[config.mk]
export PLATFORM = sky130hd
export DESIGN_NAME = spmv_fetch_sequencer
export DESIGN_NICKNAME = d
export VERILOG_FILES = /design/src/rtl/spmv_pkg.sv /design/src/rtl/preprocess_delay_line.sv /design/src/rtl/spmv_fetch_sequencer.sv
export SDC_FILE = /design/constraint.sdc
export NUM_CORES = 1
export LEC_CHECK = 0
export BUFFER_PORTS_ARGS = -buffer_cell sky130_fd_sc_hd__buf_4
export CORE_MARGIN = 2
export CORE_UTILIZATION = 35
export DETAILED_ROUTE_END_ITERATION = 16
export SLEW_MARGIN = 20
export SYNTH_ARGS = -nofsm -noshare
export SYNTH_HDL_FRONTEND = slang
export SYNTH_SLANG_ARGS = --single-unit
export TNS_END_PERCENT = 30
[constraint.sdc]
create_clock -name clk -period 7 [get_ports clk]
set_input_delay 0.7 -clock clk [delete_from_list [all_inputs] [get_ports clk]]
set_output_delay 0.7 -clock clk [all_outputs]
set_load 0.01 [all_outputs]
[src/rtl/spmv_pkg.sv]
// Shared types and constants for the SpMV read-address sequencer.
//   state_t    : sequencer FSM states
//   DEF_*      : default widths used by the sequencer parameters
//   ADDR_IDLE  : address value presented whenever no sequence is active
package spmv_pkg;

   typedef enum logic [2:0] {
      ST_IDLE,
      ST_PRIME,
      ST_RUN,
      ST_DRAIN,
      ST_DONE
   } state_t;

   localparam int DEF_ADDR_WIDTH  = 32;
   localparam int DEF_COUNT_WIDTH = 32;
   localparam int DEF_PASS_WIDTH  = 8;

   localparam logic [DEF_ADDR_WIDTH-1:0] ADDR_IDLE = '1;

endpackage

[src/rtl/preprocess_delay_line.sv]
// Fixed-depth delay for the accepted-advance strobe.
//   clk     : rising-edge clock
//   reset   : asynchronous active-low clear
//   flush   : synchronous clear of every stage
//   strobe  : strobe entering the line
//   delayed : strobe exactly DEPTH cycles later
module preprocess_delay_line #(
   parameter int DEPTH = 1
) (
   input  logic clk,
   input  logic reset,
   input  logic flush,
   input  logic strobe,
   output logic delayed
);

   logic [DEPTH:1] vld_pipe;

   always_ff @(posedge clk or negedge reset) begin
      if (!reset) begin
         vld_pipe <= '0;
      end else if (flush) begin
         vld_pipe <= '0;
      end else begin
         vld_pipe[1] <= strobe;
         for (int i = 2; i <= DEPTH; i++) vld_pipe[i] <= vld_pipe[i-1];
      end
   end

   assign delayed = vld_pipe[DEPTH];

endmodule

[src/rtl/spmv_fetch_sequencer.sv]
// Read-address sequencer for the SpMV datapath. One address register drives
// the memA, col_nos and multiples read ports in lock-step; every accepted
// advance steps it and, PREPROCESS_DELAY cycles later, raises
// memories_preprocess. Supports multi-pass wrap, ready gating and abort.
//   clk, reset              : clock, async active-low reset
//   start, abort            : begin sequence (from IDLE) / flush to IDLE
//   base_address, total_reads, num_passes : config, sampled on accepted start
//   gate_on_ready, ready_in : optional all-channels-ready gating of advance
//   pre_preprocess          : advance request (honoured only in RUN)
//   *_read_address          : shared read address
//   memories_preprocess     : delayed accepted-advance strobe
//   busy, done, pass_index  : status
module spmv_fetch_sequencer
   import spmv_pkg::*;
#(
   parameter int ADDR_WIDTH       = DEF_ADDR_WIDTH,
   parameter int COUNT_WIDTH      = DEF_COUNT_WIDTH,
   parameter int PASS_WIDTH       = DEF_PASS_WIDTH,
   parameter int NO_OF_CHANNELS   = 4,
   parameter int PREPROCESS_DELAY = 1
) (
   input  logic                      clk,
   input  logic                      reset,
   input  logic                      start,
   input  logic                      abort,
   input  logic [ADDR_WIDTH-1:0]     base_address,
   input  logic [COUNT_WIDTH-1:0]    total_reads,
   input  logic [PASS_WIDTH-1:0]     num_passes,
   input  logic                      gate_on_ready,
   input  logic                      pre_preprocess,
   input  logic [NO_OF_CHANNELS-1:0] ready_in,
   output logic [ADDR_WIDTH-1:0]     memA_read_address,
   output logic [ADDR_WIDTH-1:0]     col_nos_read_address,
   output logic [ADDR_WIDTH-1:0]     multiples_read_address,
   output logic                      memories_preprocess,
   output logic                      busy,
   output logic                      done,
   output logic [PASS_WIDTH-1:0]     pass_index
);

   localparam logic [ADDR_WIDTH-1:0]  ADDR_ONES  = '1;
   localparam logic [COUNT_WIDTH-1:0] DRAIN_LAST = COUNT_WIDTH'(PREPROCESS_DELAY - 1);

   state_t                  state, state_nxt;
   logic [ADDR_WIDTH-1:0]   addr, base_q;
   logic [COUNT_WIDTH-1:0]  total_q, cnt, cnt_nxt;
   logic [PASS_WIDTH-1:0]   last_pass_q, pass_q, pass_nxt;
   logic                    wrap_q;   // pass finished; next advance restarts at base
   logic                    advance, pass_end, last_adv, drain_end;

   // Abort suppresses the advance so the strobe count never includes it.
   assign advance   = pre_preprocess & (state == ST_RUN) & ~abort &
                      (~gate_on_ready | (&ready_in));
   assign cnt_nxt   = (wrap_q ? '0 : cnt) + COUNT_WIDTH'(1);
   assign pass_nxt  = wrap_q ? pass_q + PASS_WIDTH'(1) : pass_q;
   assign pass_end  = (cnt_nxt == total_q);
   assign last_adv  = advance & pass_end & (pass_nxt == last_pass_q);
   // In DRAIN the advance counter is reused as the drain timer.
   assign drain_end = (cnt == DRAIN_LAST);

   always_ff @(posedge clk or negedge reset) begin
      if (!reset) state <= ST_IDLE;
      else        state <= state_nxt;
   end

   always_comb begin
      state_nxt = state;
      busy      = 1'b0;
      done      = 1'b0;
      if (abort) begin
         state_nxt = ST_IDLE;
      end else begin
         case (state)
            ST_IDLE:  if (start) state_nxt = (total_reads == '0) ? ST_DRAIN : ST_PRIME;
            ST_PRIME: state_nxt = ST_RUN;
            ST_RUN:   if (last_adv) state_nxt = ST_DRAIN;
            ST_DRAIN: if (drain_end) state_nxt = ST_DONE;
            ST_DONE:  state_nxt = ST_IDLE;
            default:  state_nxt = ST_IDLE;
         endcase
      end
      case (state)
         ST_PRIME, ST_RUN, ST_DRAIN: busy = 1'b1;
         ST_DONE:                    done = 1'b1;
         default:                    ;
      endcase
   end

   always_ff @(posedge clk or negedge reset) begin
      if (!reset) begin
         addr        <= ADDR_ONES;
         base_q      <= '0;
         total_q     <= '0;
         last_pass_q <= '0;
         cnt         <= '0;
         pass_q      <= '0;
         wrap_q      <= 1'b0;
      end else if (abort) begin
         addr   <= ADDR_ONES;
         cnt    <= '0;
         pass_q <= '0;
         wrap_q <= 1'b0;
      end else begin
         case (state)
            ST_IDLE: if (start) begin
               base_q      <= base_address;
               total_q     <= total_reads;
               last_pass_q <= (num_passes == '0) ? '0 : num_passes - PASS_WIDTH'(1);
               // One below base so the first advance lands on base.
               addr        <= base_address - ADDR_WIDTH'(1);
               cnt         <= '0;
               pass_q      <= '0;
               wrap_q      <= 1'b0;
            end
            ST_RUN: if (advance) begin
               addr   <= wrap_q ? base_q : addr + ADDR_WIDTH'(1);
               cnt    <= last_adv ? '0 : cnt_nxt;
               pass_q <= pass_nxt;
               wrap_q <= pass_end & ~last_adv;
            end
            ST_DRAIN: cnt <= cnt + COUNT_WIDTH'(1);
            ST_DONE: begin
               addr   <= ADDR_ONES;
               cnt    <= '0;
               pass_q <= '0;
            end
            default: ;
         endcase
      end
   end

   assign memA_read_address      = addr;
   assign col_nos_read_address   = addr;
   assign multiples_read_address = addr;
   assign pass_index             = pass_q;

   preprocess_delay_line #(.DEPTH(PREPROCESS_DELAY)) u_delay (
      .clk     (clk),
      .reset   (reset),
      .flush   (abort),
      .strobe  (advance),
      .delayed (memories_preprocess)
   );

endmodule
* Yosys cells after proc, flatten, opt, wreduce, memory -nomap -nowiden
Index checks and enable logic that the tools add are counted.
** Storage, ports and cells
- Memories :: 0
- Bits in latches :: 0
- Word-level logic and storage cells :: 79
- Bits in writable memories :: 0
- ROM bits :: 0
- Flip-flop bits (word level) :: 149
** Operators by class
- Shifts and indexed selects :: 0
- Multipliers :: 0
- Multiplexer cells :: 30
- Divide/modulo/power cells :: 0
- Reduce and logical (&&, ||, !) cells :: 14
- $add $sub $neg :: 6
- Bitwise operators :: 10
- Equal/unequal tests :: 10
- Magnitude comparators :: 0
** Operators with widths (count)
- two-way mux 32 bit :: 9
- case mux 32 bit (4 select lines) :: 1
- adder 32 x 1 -> 32 bit, second input constant :: 3
- case mux 32 bit (3 select lines) :: 1
- zero test 32 bit :: 2
- two-way mux 8 bit :: 5
- equality test 32 bit :: 1
- subtractor 32 x 1 -> 32 bit, second input constant :: 1
- case mux 8 bit (3 select lines) :: 1
- AND reduction 3 bit :: 5
- two-way mux 3 bit :: 4
- inequality test 3 bit, second input constant :: 4
- case mux 3 bit (4 select lines) :: 1
- adder 8 x 1 -> 8 bit, second input constant :: 1
- equality test 8 bit :: 1
- zero test 8 bit :: 1
- subtractor 8 x 1 -> 8 bit, second input constant :: 1
- bitwise AND 1 bit :: 6
- equality test 3 x 2 -> 1 bit, second input constant :: 2
- two-way mux 1 bit :: 6
- nonzero test 5 bit :: 1
- AND reduction 4 bit :: 1
- nonzero test 4 bit :: 1
- equality test 3 x 1 -> 1 bit, second input constant :: 1
- 8 further kinds :: 10

* Logic depth before layout (Yosys ltp)
Gate-level depths: netlist (run 1).
- Word-level depth :: 11
- Gate-level depth with buffers :: 19
- Depth with buffers taken out :: 12

* Cells and area by module
A second synthesis (run 1) with hierarchy kept.
** Second synthesis, totals
- Cells, all modules :: 1265
- Area, all modules :: 11021.8 um2
** By module, submodules not included
- spmv_fetch_sequencer :: cells an instance 1263, sequential area each 3743.6 um2, area an instance 10983.0 um2, times used 1
- preprocess_delay_line :: cells an instance 2, sequential area each 25.0 um2, area an instance 38.8 um2, times used 1

* Worst setup path after synthesis (run 1)
Ideal clock, no wire load.
- Kind :: register to register
- Start point :: register wrap_q
- End point :: register cnt[7]
- Arrival time :: 4.566 ns
- Path slack :: 2.299 ns
- Period minus slack after synthesis :: 4.701 ns
- Buffers on the path :: 7
- Stages on the path, launching flop included :: 19
- Setup time :: 0.135 ns
- Path through :: dfrtp_1 > clkbuf_1 > buf_2 > clkbuf_1 > buf_1 > buf_2 > buf_1 > nor2_1 > ha_1 > nand3_2 > or4_4 > nor3_1 > mux2_2 > a311o_1 > nor4b_2 > nand4_1 > buf_2 > a221oi_1 > o31ai_1
** On the way
- Longest elaborated chain between the ends :: 9
- Elaborated cells between the ends (all ways) :: 11
- Classes of those cells :: 1 x add/sub; 2 x eq/ne; 6 x mux; 2 x bitwise
** Ends and longest elaborated chain
- start, declared :: RTL line spmv_fetch_sequencer.sv:48 : logic wrap_q;
- start signal, assigned :: RTL line spmv_fetch_sequencer.sv:119 : wrap_q <= pass_end & ~last_adv;
- two-way mux 32 bit :: RTL line spmv_fetch_sequencer.sv:54 : assign cnt_nxt = (wrap_q ? '0 : cnt) + COUNT_WIDTH'(1);
- adder 32 x 1 -> 32 bit :: RTL line spmv_fetch_sequencer.sv:54
- equality test 32 bit :: RTL line spmv_fetch_sequencer.sv:56 : assign pass_end = (cnt_nxt == total_q);
- bitwise AND 1 bit (2 in series) :: RTL line spmv_fetch_sequencer.sv:57 : assign last_adv = advance & pass_end & (pass_nxt == last_pass_q);
- two-way mux 32 bit * :: RTL line spmv_fetch_sequencer.sv:117 : cnt <= last_adv ? '0 : cnt_nxt;
- two-way mux 32 bit * :: RTL line spmv_fetch_sequencer.sv:115 : ST_RUN: if (advance) begin
- case mux 32 bit (4 select lines) * :: RTL line spmv_fetch_sequencer.sv:104 : case (state)
- two-way mux 32 bit * :: RTL line spmv_fetch_sequencer.sv:98 : end else if (abort) begin
- end signal, assigned :: RTL line spmv_fetch_sequencer.sv:117
- end signal, assigned :: RTL line spmv_fetch_sequencer.sv:121 : ST_DRAIN: cnt <= cnt + COUNT_WIDTH'(1);
- end, declared :: RTL line spmv_fetch_sequencer.sv:46 : logic [COUNT_WIDTH-1:0] total_q, cnt, cnt_nxt;
Every way passes the cells marked *; elsewhere a longest branch is shown, timed or not. The select of a mux whose other input is x is not followed.
A chain may end at the register's enable or synchronous reset.

* Worst setup path in the final report (run 1)
- Start point :: register wrap_q
- End point :: register cnt[18]
The elaborated chain is that of the path after synthesis.

==> reports/results.md, run 1 <==
- outcome: complete, no violations
- endpoint arrival time on the critical path: 5.20 ns
- antenna violations before repair: 0
- CTS Buffer Depth: 2
- worst relative slew slack: 30.38%
- Worst setup SP type: register
- Comb power frac: 23.5%
- synthesized area per cell: 7.867 µm²
- most frequently used flop master after synthesis: dfrtp_1
- hold violation count in the final report: 0
- Post-Layout Inst Area: 12980 µm²
- CTS-repair resized insts: 0
- Int Power: 1.832 mW
- Post-CTS Setup Bufs: 0
- relative contribution of sequential cells to total power: 41.2%
- clock sink total: 149
- cts-stage hold buffer count: 0
- die extent in y: 182.9 µm
- unrepaired setup endpoints after global routing: no
- Min Hold Slack: 0.3282 ns
- TritonRoute pass-1 iters: 6
- post-placement setup slack: 2.183 ns
- Net Sw Frac: 33.74%
- net load switching power: 932.9 µW
- Pwr per Cell Area: 213.1 nW/µm²
- Cell Count, Final, Fillers Out: 1900
- average via count per standard cell: 5.738
- Reg2Reg Setup Slack: 2.07 ns
- CP Class: reg -> reg
- total global routing track utilization: 22.35%
- leading cell type in the layout, fill and taps excluded: nand2_1
- die outline area: 33450 µm²
- area of placed instances: 12360 µm²
- mean routed wirelength per cell: 19.66 µm
- final-layout setup total negative slack: 0 ns
- Overflow after GRT: 0
- number of distinct library cells after synthesis: 76
- global-route wire length before repair: 58700 µm
- part of the power in the clock network: 35.4%
- via count: 10900
- crit share post-route: 70.46%
- Total Nets Final: 1574
- CP Data Required Time: 7.27 ns
- top-level port count: 189
- post-synthesis instance area: 11200 µm²
- leading cell types in the layout, fill and taps excluded: nand2_1 (301), buf_4 (200), dfrtp_1 (116)
- Synthesis Warnings: 0
- Post-Syn Nets: 1513
- max-slew violations: 0
- final setup vio count: 0
- proportion of synthesized chip area in sequential cells: 33.64%
- max capacitance violation total: 0
- I/O Buffers: 188
- source of the worst register-to-register timing path: wrap_q$_DFFE_PN0P_
- number of global-route vias before repair: 10350
- clock buffer count from CTS: 17
- clock slew seen by the registers of the worst setup and hold paths: 0.08 ns
- Gate Count Post-Synth: 1424
- Starting Density: 35.50%
- synthesis-to-layout area growth: 15.84%
- level count of the clock H-tree: 4
- floorplan row count: 65
- antenna violation net count after detailed routing: 0
- kind of end point of the critical path: register
- Achievable Freq: 202.7 MHz
- slew at the pin closest to its max-slew limit: 1.041 ns
- reg2reg path depth: 12
- clock tree from TritonCTS: built
- largest fanout of any net on the critical path: 22
- master cell of the clock root buffer: clkbuf_16
- count of antenna diodes in the layout: 0
- fraction of synthesis flops using an asynchronous set or reset pin: 100.0%
- Min-Delay Path Class: in -> async
- time the final worst path needs with I/O delays and setup: 4.932 ns
- filler cell count in the final layout: 3214
- Detailed Place HPWL: 26520 µm
- drt drc: 0
- clock insertion delay at the later pin of the skew report: 0.44 ns
- gp weighted congestion: 0.9540
- VDD IR-drop max: 0.1818 mV
- maximum number of pins on one net before global-route repair: 90
- number of DRC markers after the initial detailed-route iteration: 863
- count of flip-flops with a built-in enable after synthesis: 0
- skew final: 0.02074 ns
- core outline area: 31560 µm²
- fraction of final layout cells sized beyond drive strength 1: 19.63%
- final routed wirelength across all metal layers: 37360 µm
- worst path setup slack after routing: 2.068 ns
- post-synthesis register bit count: 149
- capturing point of the worst reg2reg path: cnt[18]$_DFFE_PN0P_
- Die X: 182.9 µm
- total placed cells including tap cells: 1868
- leakage power total: 5.530 nW
-- layout make-up --
cell class,count,area [µm²],share of cell area [%]
Clock buffer,18,429.2,3.307
Multi-Input combinational cell,1096,6505,50.13
Tap cell,402,503.0,3.876
Inverter,20,75.07,0.5785
Sequential cell,149,3770,29.05
Clock inverter,14,181.4,1.398
Timing Repair Buffer,201,1513,11.66
-- kinds of logic after synthesis --
family,share of synthesized area (%)
flip-flops,33.64
adder cells (fa/ha/maj),0.7818
multiplexers,2.547
buffers and inverters,8.466
XOR/XNOR,8.690
AO/OA/AOI/OAI,15.02
AND/OR/NAND/NOR,30.85
-- layer usage --
metal,part of all wire [%],up-vias,GRT usage [%],wire [µm]
met5,0,-,0,0
met4,3.2,0,8.768,1183
met3,7.1,66,4.527,2656
met2,46,425,34.87,17000
met1,44,5283,30.48,16520
li1,-,5129,-,-
-- synthesized netlist by cell type (all sizes together) (16+ instances only) --
master | number | area [µm²]
inv | 20 | 75.07
nand3 | 40 | 205.2
o31ai | 18 | 135.1
clkbuf | 74 | 277.8
a21oi | 41 | 205.2
nand4 | 38 | 267.8
or3 | 20 | 130.1
and4 | 16 | 140.1
nor2 | 94 | 352.8
mux2i | 24 | 240.2
dfrtp | 117 | 2928
nor3 | 55 | 280.3
a22oi | 16 | 120.1
xnor2 | 65 | 569.3
dfstp | 32 | 840.8
o22a | 18 | 157.7
buf | 85 | 595.6
nor4 | 41 | 256.5
nand2 | 301 | 1130
o21ai | 74 | 370.4
xor2 | 41 | 359.1
and3 | 19 | 118.9
-- worst max-delay path, stage by stage, from the launching register on --
cell,delay (ns)
dfrtp_2,0.53
nor2b_1,0.22
ha_1,0.30
nand3_2,0.28
or4_4,0.70
nor3_1,0.44
mux2_2,0.39
a311o_1,0.32
nor4b_2,0.36
nand4_1,0.13
buf_4,0.27
nand2_1,0.58
o221ai_1,0.23
-- sequential cells by signal, indices dropped and copies added (netlist names) --
signal and flops:
base_q 32, cnt 32, col_nos_read_address 32, total_q 32, last_pass_q 8, pass_index 8
state 3, u_delay.delayed 1, wrap_q 1
-- through the flow --
stage / util [%] / power (mW)
floorplan: - / 1.544
global placement: 39.18 / 1.791
detailed placement: 39.18 / 1.799
CTS: 41.11 / 2.789
global route: 41.12 / 2.915
finish: 41.12 / 2.765
-- worst max-delay path by stage --
stage / depth (start not counted) / start / to / slack, ns
final: 12 / wrap_q$_DFFE_PN0P_ / cnt[18]$_DFFE_PN0P_ / 2.07
after floorplan: 18 / wrap_q$_DFFE_PN0P_ / cnt[7]$_DFFE_PN0P_ / 2.30
after CTS: 12 / wrap_q$_DFFE_PN0P_ / cnt[18]$_DFFE_PN0P_ / 2.16
after global placement: 12 / wrap_q$_DFFE_PN0P_ / cnt[18]$_DFFE_PN0P_ / 2.22
after global routing: 12 / cnt[0]$_DFFE_PN0P_ / cnt[18]$_DFFE_PN0P_ / 1.78
after detailed placement: 12 / cnt[0]$_DFFE_PN0P_ / cnt[18]$_DFFE_PN0P_ / 2.18
-- power by group through the flow --
stage	logic, mW	clock network, mW	registers, mW
5_1_grt	0.718	1.04	1.16
6_report	0.649	0.978	1.14
4_1_cts	0.649	1.00	1.14
2_1_floorplan	0.445	0	1.10
3_5_place_dp	0.647	0	1.15
3_3_place_gp	0.640	0	1.15
Power figures use the tool's default switching activity.
==> run 2: changes to the inputs <==
clock period = 4.81 ns   (was 7 ns; I/O delays follow)
==> run 2 against run 1 <==
Flip-flop and latch count unchanged. Wire length increased by 2.6%. Hold slack got worse by 0.24 ns. Combinational power increased by 47%. Via count increased by 0.28%. Register-to-register slack got worse by 1.7 ns. Core utilization increased by 0.36 points. First-iteration DRC count decreased by 1.7%. Critical path type unchanged. Largest cell class unchanged.
==> reports/results.md, run 2 (synthesis gave the netlist of run 1 again) <==
- leading cell type in the layout, fill and taps excluded: nand2_1
- number of global-route vias before repair: 10400
- largest fanout of any net on the critical path: 12
- final-layout setup total negative slack: 0 ns
- total global routing track utilization: 23.01%
- average via count per standard cell: 5.704
- crit share post-route: 91.73%
- antenna violations before repair: 1
- slew at the pin closest to its max-slew limit: 1.055 ns
- max capacitance violation total: 0
- Overflow after GRT: 0
- fraction of final layout cells sized beyond drive strength 1: 20.53%
- master cell of the clock root buffer: clkbuf_16
- Die X: 182.9 µm
- post-route total power: 4.006 mW
- clock insertion delay at the later pin of the skew report: 0.45 ns
- Reg2Reg Setup Slack: 0.40 ns
- Post-CTS Setup Bufs: 0
- final setup vio count: 0
- CTS Buffer Depth: 2
- endpoint arrival time on the critical path: 4.73 ns
- top-level port count: 189
- final routed wirelength across all metal layers: 38330 µm
- die outline area: 33450 µm²
- kind of end point of the critical path: register
- leakage power total: 5.602 nW
- Worst setup SP type: register
- hold violation count in the final report: 0
- largest incremental delay on the critical path: 0.53 ns
- leading cell types in the layout, fill and taps excluded: nand2_1 (301), buf_4 (217), dfrtp_1 (116)
- worst relative slew slack: 29.66%
- via count: 10930
- Comb power frac: 23.8%
- level count of the clock H-tree: 4
- global-route wire length before repair: 60370 µm
- cell with the most instances on the worst path: buf_4
- CP cell instances: nor2b_1 > ha_1 > nand3_2 > buf_4 > or3_4 > a311o_1 > or4_1 > a2111oi_0 > and4_1 > nand4_1 > buf_4 > a221oi_1 > o31ai_1
- clock buffer count from CTS: 17
- clock slew seen by the registers of the worst setup and hold paths: 0.07 ns
- TritonRoute pass-1 iters: 5
- clock tree from TritonCTS: built
- I/O Buffers: 188
- Int Power: 2.667 mW
- die extent in y: 182.9 µm
- CP Class: reg -> reg
- CTS-repair resized insts: 0
- critical-path cell with the highest stage delay: or4_1
- skew final: 0.01939 ns
- Achievable Freq: 226.6 MHz
- synthesis-to-layout area growth: 16.86%
- Total Nets Final: 1591
- outcome: complete, no violations
- Finished Core Util: 41.48%
- count of antenna diodes in the layout: 0
- drt drc: 0
- Min-Delay Path Class: in -> async
- Min Hold Slack: 0.08510 ns
- mean routed wirelength per cell: 19.99 µm
- unrepaired setup endpoints after global routing: no
- antenna violation net count after detailed routing: 0
- maximum number of pins on one net before global-route repair: 83
- part of the power in the clock network: 34.8%
- gp weighted congestion: 0.9350
- time the final worst path needs with I/O delays and setup: 4.412 ns
- CP Data Required Time: 5.13 ns
- Pwr per Cell Area: 306.0 nW/µm²
- clock sink total: 149
- floorplan row count: 65
- net load switching power: 1.339 mW
- cts-stage hold buffer count: 0
- max-slew violations: 0
- Net Sw Frac: 33.43%
- Detailed Place HPWL: 27190 µm
- Starting Density: 35.50%
- relative contribution of sequential cells to total power: 41.3%
- core outline area: 31560 µm²
- VDD IR-drop max: 0.2586 mV
- number of DRC markers after the initial detailed-route iteration: 848
## run 2: cell count changes in the layout (fill, tap and decap cells not counted), sizes merged
cell,previous run,this run
clkbuf,18,20
clkinvlp,1,2
clkinv,2,3
buf,201,218
inv,29,25
## run 2: through the flow
step	instances	setup WS [ns]	area, µm²
after global placement	1885	0.4864	12490
after CTS	1917	0.3242	13080
after global routing	1917	0.1186	13090
after floorplan	1424	0.1094	11200
final	1917	0.3978	13090
after detailed placement	1885	0.3563	12490
## run 2: layer usage
metal | track usage, % | routed length (µm) | part of all wire, % | up-vias
li1 | - | - | - | 5167
met1 | 32.31 | 17180 | 45 | 5295
met2 | 35.97 | 17610 | 46 | 415
met3 | 3.614 | 2535 | 6.6 | 57
met4 | 8.096 | 1006 | 2.6 | 0
met5 | 0 | 0 | 0 | -
## run 2: layout make-up
class / count / area, µm²
fillers: 3222 / 18470
multi-input cells: 1096 / 6511
flip-flops and latches: 149 / 3770
repair buffers: 218 / 1640
well taps: 402 / 503.0
clock buffers: 20 / 446.7
clock inverters: 12 / 143.9
inverters: 20 / 75.07
## run 2: power groups by stage
| stage | sequential (mW) | clock [mW] | combinational [mW] |
|---|---|---|---|
| floorplan | 1.60 | 0 | 0.648 |
| global placement | 1.67 | 0 | 0.940 |
| detailed placement | 1.67 | 0 | 0.952 |
| CTS | 1.65 | 1.43 | 0.957 |
| global route | 1.68 | 1.47 | 1.06 |
| finish | 1.66 | 1.39 | 0.955 |
## run 2: critical path, delay by kind of cell, from the launching register on
kind	cells	cell delay, ns
simple gates	6	1.88
compound gates	4	1.06
buf+inv	2	0.54
flops	1	0.49
fa+ha+maj	1	0.30
## run 2: final timing paths
| path | cells after the start | to | start |
|---|---|---|---|
| setup / recovery | 13 | cnt[7]$_DFFE_PN0P_ | wrap_q$_DFFE_PN0P_ |
| hold reg to reg | 2 | base_q[28]$_DFFE_PN0P_ | base_q[28]$_DFFE_PN0P_ |
| setup reg to reg | 13 | cnt[7]$_DFFE_PN0P_ | wrap_q$_DFFE_PN0P_ |
| min in group clk | 3 | total_q[3]$_DFFE_PN0P_ | total_reads[3] |
| max in group asynchronous | 2 | col_nos_read_address[24]$_DFFE_PN1P_ | reset |
| hold / removal | 1 | total_q[22]$_DFFE_PN0P_ | reset |
==> run 3: changes to the inputs <==
clock period = 5.1 ns   (was 4.81 ns; I/O delays follow)
==> run 3 against run 2 <==
Clock power fell by 4%. Final area down 0.34%. Fmax decreased by 5.7%. Core utilization decreased by 0.14 points. Critical endpoint is now cnt[18]$_DFFE_PN0P_.
==> reports/results.md, run 3 (synthesis gave the netlist of run 1 again) <==
- outcome: complete, no violations
- number of global-route vias before repair: 10180
- leading cell type in the layout, fill and taps excluded: nand2_1
- count of antenna diodes in the layout: 0
- clock slew seen by the registers of the worst setup and hold paths: 0.08 ns
- CTS-repair resized insts: 0
- floorplan row count: 65
- CP Data Required Time: 5.40 ns
- Total Nets Final: 1583
- reg2reg path depth: 13
- top-level port count: 189
- worst path setup slack after routing: 0.4217 ns
- CP Class: reg -> reg
- antenna violations before repair: 0
- global-route wire length before repair: 60040 µm
- master cell of the clock root buffer: clkbuf_16
- clock sink total: 149
- Worst setup SP type: register
- die outline area: 33450 µm²
- clock insertion delay at the later pin of the skew report: 0.45 ns
- Comb power frac: 23.8%
- CTS Buffer Depth: 2
- worst relative slew slack: 29.71%
- kind of end point of the critical path: register
- clock buffer count from CTS: 17
- Detailed Place HPWL: 27320 µm
- Die X: 182.9 µm
- synthesis-to-layout area growth: 16.45%
- Min Hold Slack: 0.1244 ns
- max capacitance violation total: 0
- part of the power in the clock network: 35.0%
- Achievable Freq: 213.8 MHz
- level count of the clock H-tree: 4
- I/O Buffers: 188
- total placed cells including tap cells: 1877
- antenna violation net count after detailed routing: 0
- die extent in y: 182.9 µm
- crit share post-route: 91.73%
- Pwr per Cell Area: 290.5 nW/µm²
- Reg2Reg Setup Slack: 0.42 ns
- post-placement setup slack: 0.4991 ns
- Post-Layout Inst Area: 13050 µm²
- largest fanout of any net on the critical path: 22
- total global routing track utilization: 22.92%
- relative contribution of sequential cells to total power: 41.2%
- max-slew violations: 0
- Int Power: 2.478 mW
- Post-CTS Setup Bufs: 0
- average via count per standard cell: 5.696
- unrepaired setup endpoints after global routing: no
- critical-path cell with the highest stage delay: or4_4
- Min-Delay Path Class: in -> async
- clock tree from TritonCTS: built
- largest incremental delay on the critical path: 0.71 ns
- final routed wirelength across all metal layers: 38520 µm
- capturing point of the worst reg2reg path: cnt[18]$_DFFE_PN0P_
- hold violation count in the final report: 0
- TritonRoute pass-1 iters: 6
- via count: 10870
- VDD IR-drop max: 0.2523 mV
- Overflow after GRT: 0
- cts-stage hold buffer count: 0
- maximum number of pins on one net before global-route repair: 87
- drt drc: 0
- skew final: 0.01652 ns
- cell with the most instances on the worst path: buf_4
- Starting Density: 35.50%
- Cell Count, Final, Fillers Out: 1909
- leading cell types in the layout, fill and taps excluded: nand2_1 (301), buf_4 (209), dfrtp_1 (116)
- slew at the pin closest to its max-slew limit: 1.054 ns
- filler cell count in the final layout: 3217
- area of placed instances: 12430 µm²
- core outline area: 31560 µm²
- leakage power total: 5.570 nW
- number of DRC markers after the initial detailed-route iteration: 869
- CP cell instances: nor2b_1 > ha_1 > nand3_2 > or4_4 > nor3_1 > mux2_2 > a311o_1 > nor4b_2 > nand4_1 > buf_4 > nand2_1 > buf_4 > o221ai_1
- endpoint arrival time on the critical path: 4.98 ns
- gp weighted congestion: 0.9470
- source of the worst register-to-register timing path: cnt[0]$_DFFE_PN0P_
- final-layout setup total negative slack: 0 ns
- final setup vio count: 0
- mean routed wirelength per cell: 20.18 µm
- Net Sw Frac: 34.62%
- fraction of final layout cells sized beyond drive strength 1: 20.24%
- time the final worst path needs with I/O delays and setup: 4.678 ns
- net load switching power: 1.312 mW
==> run 3: cell types whose count changed in the layout (fill, tap and decap cells not counted), sizes merged <==
| cell | previous run | this run |
|---|---|---|
| buf | 218 | 210 |
| bufinv | 2 | 1 |
| clkbuf | 20 | 17 |
| clkinv | 3 | 5 |
| clkinvlp | 2 | 1 |
| inv | 25 | 28 |
==> run 3: layout make-up <==
cell class,instances,area [µm²],share of cell area (%)
Tap cell,402,503.0,3.856
Multi-Input combinational cell,1096,6505,49.87
Timing Repair Buffer,210,1580,12.11
Sequential cell,149,3770,28.90
Inverter,20,75.07,0.5755
Clock buffer,17,425.4,3.261
Clock inverter,15,186.4,1.429
==> run 3: per-stage QoR <==
step                utilization, %  power (mW)
global placement             39.37       2.464
floorplan                        -       2.119
global route                 41.34       3.998
detailed placement           39.38       2.477
CTS                          41.32       3.821
finish                       41.34       3.790
==> run 3: worst max-delay path by stage <==
stage	cells after the start	endpoint	slack, ns	start
4_1_cts	13	cnt[18]$_DFFE_PN0P_	0.46	cnt[0]$_DFFE_PN0P_
5_1_grt	13	cnt[14]$_DFFE_PN0P_	0.19	cnt[0]$_DFFE_PN0P_
2_1_floorplan	18	cnt[7]$_DFFE_PN0P_	0.40	wrap_q$_DFFE_PN0P_
3_5_place_dp	13	cnt[18]$_DFFE_PN0P_	0.50	cnt[0]$_DFFE_PN0P_
6_report	13	cnt[18]$_DFFE_PN0P_	0.42	cnt[0]$_DFFE_PN0P_
3_3_place_gp	13	cnt[18]$_DFFE_PN0P_	0.64	cnt[0]$_DFFE_PN0P_
==> run 3: worst max-delay path, delay by kind of cell, from the launching register on <==
family                   cells  cell delay (ns)
flip-flops                   1             0.52
multiplexers                 1             0.39
AND/OR/NAND/NOR              7             2.25
AO/OA/AOI/OAI                2             0.51
adder cells (fa/ha/maj)      1             0.28
buffers and inverters        2             0.56
==> run 3: metal layers <==
layer	track usage (%)	vias to the layer above	part of all wire [%]
li1	-	5157	-
met1	31.80	5269	45
met2	36.50	400	46
met3	4.825	48	6.7
met4	5.696	0	1.7
met5	0	-	0
==> run 3: power groups by stage <==
stage	clock, mW	combinational [mW]	sequential (mW)
after global placement	0	0.889	1.57
final	1.33	0.904	1.56
after floorplan	0	0.611	1.51
after CTS	1.36	0.902	1.56
after global routing	1.41	0.999	1.59
after detailed placement	0	0.899	1.58
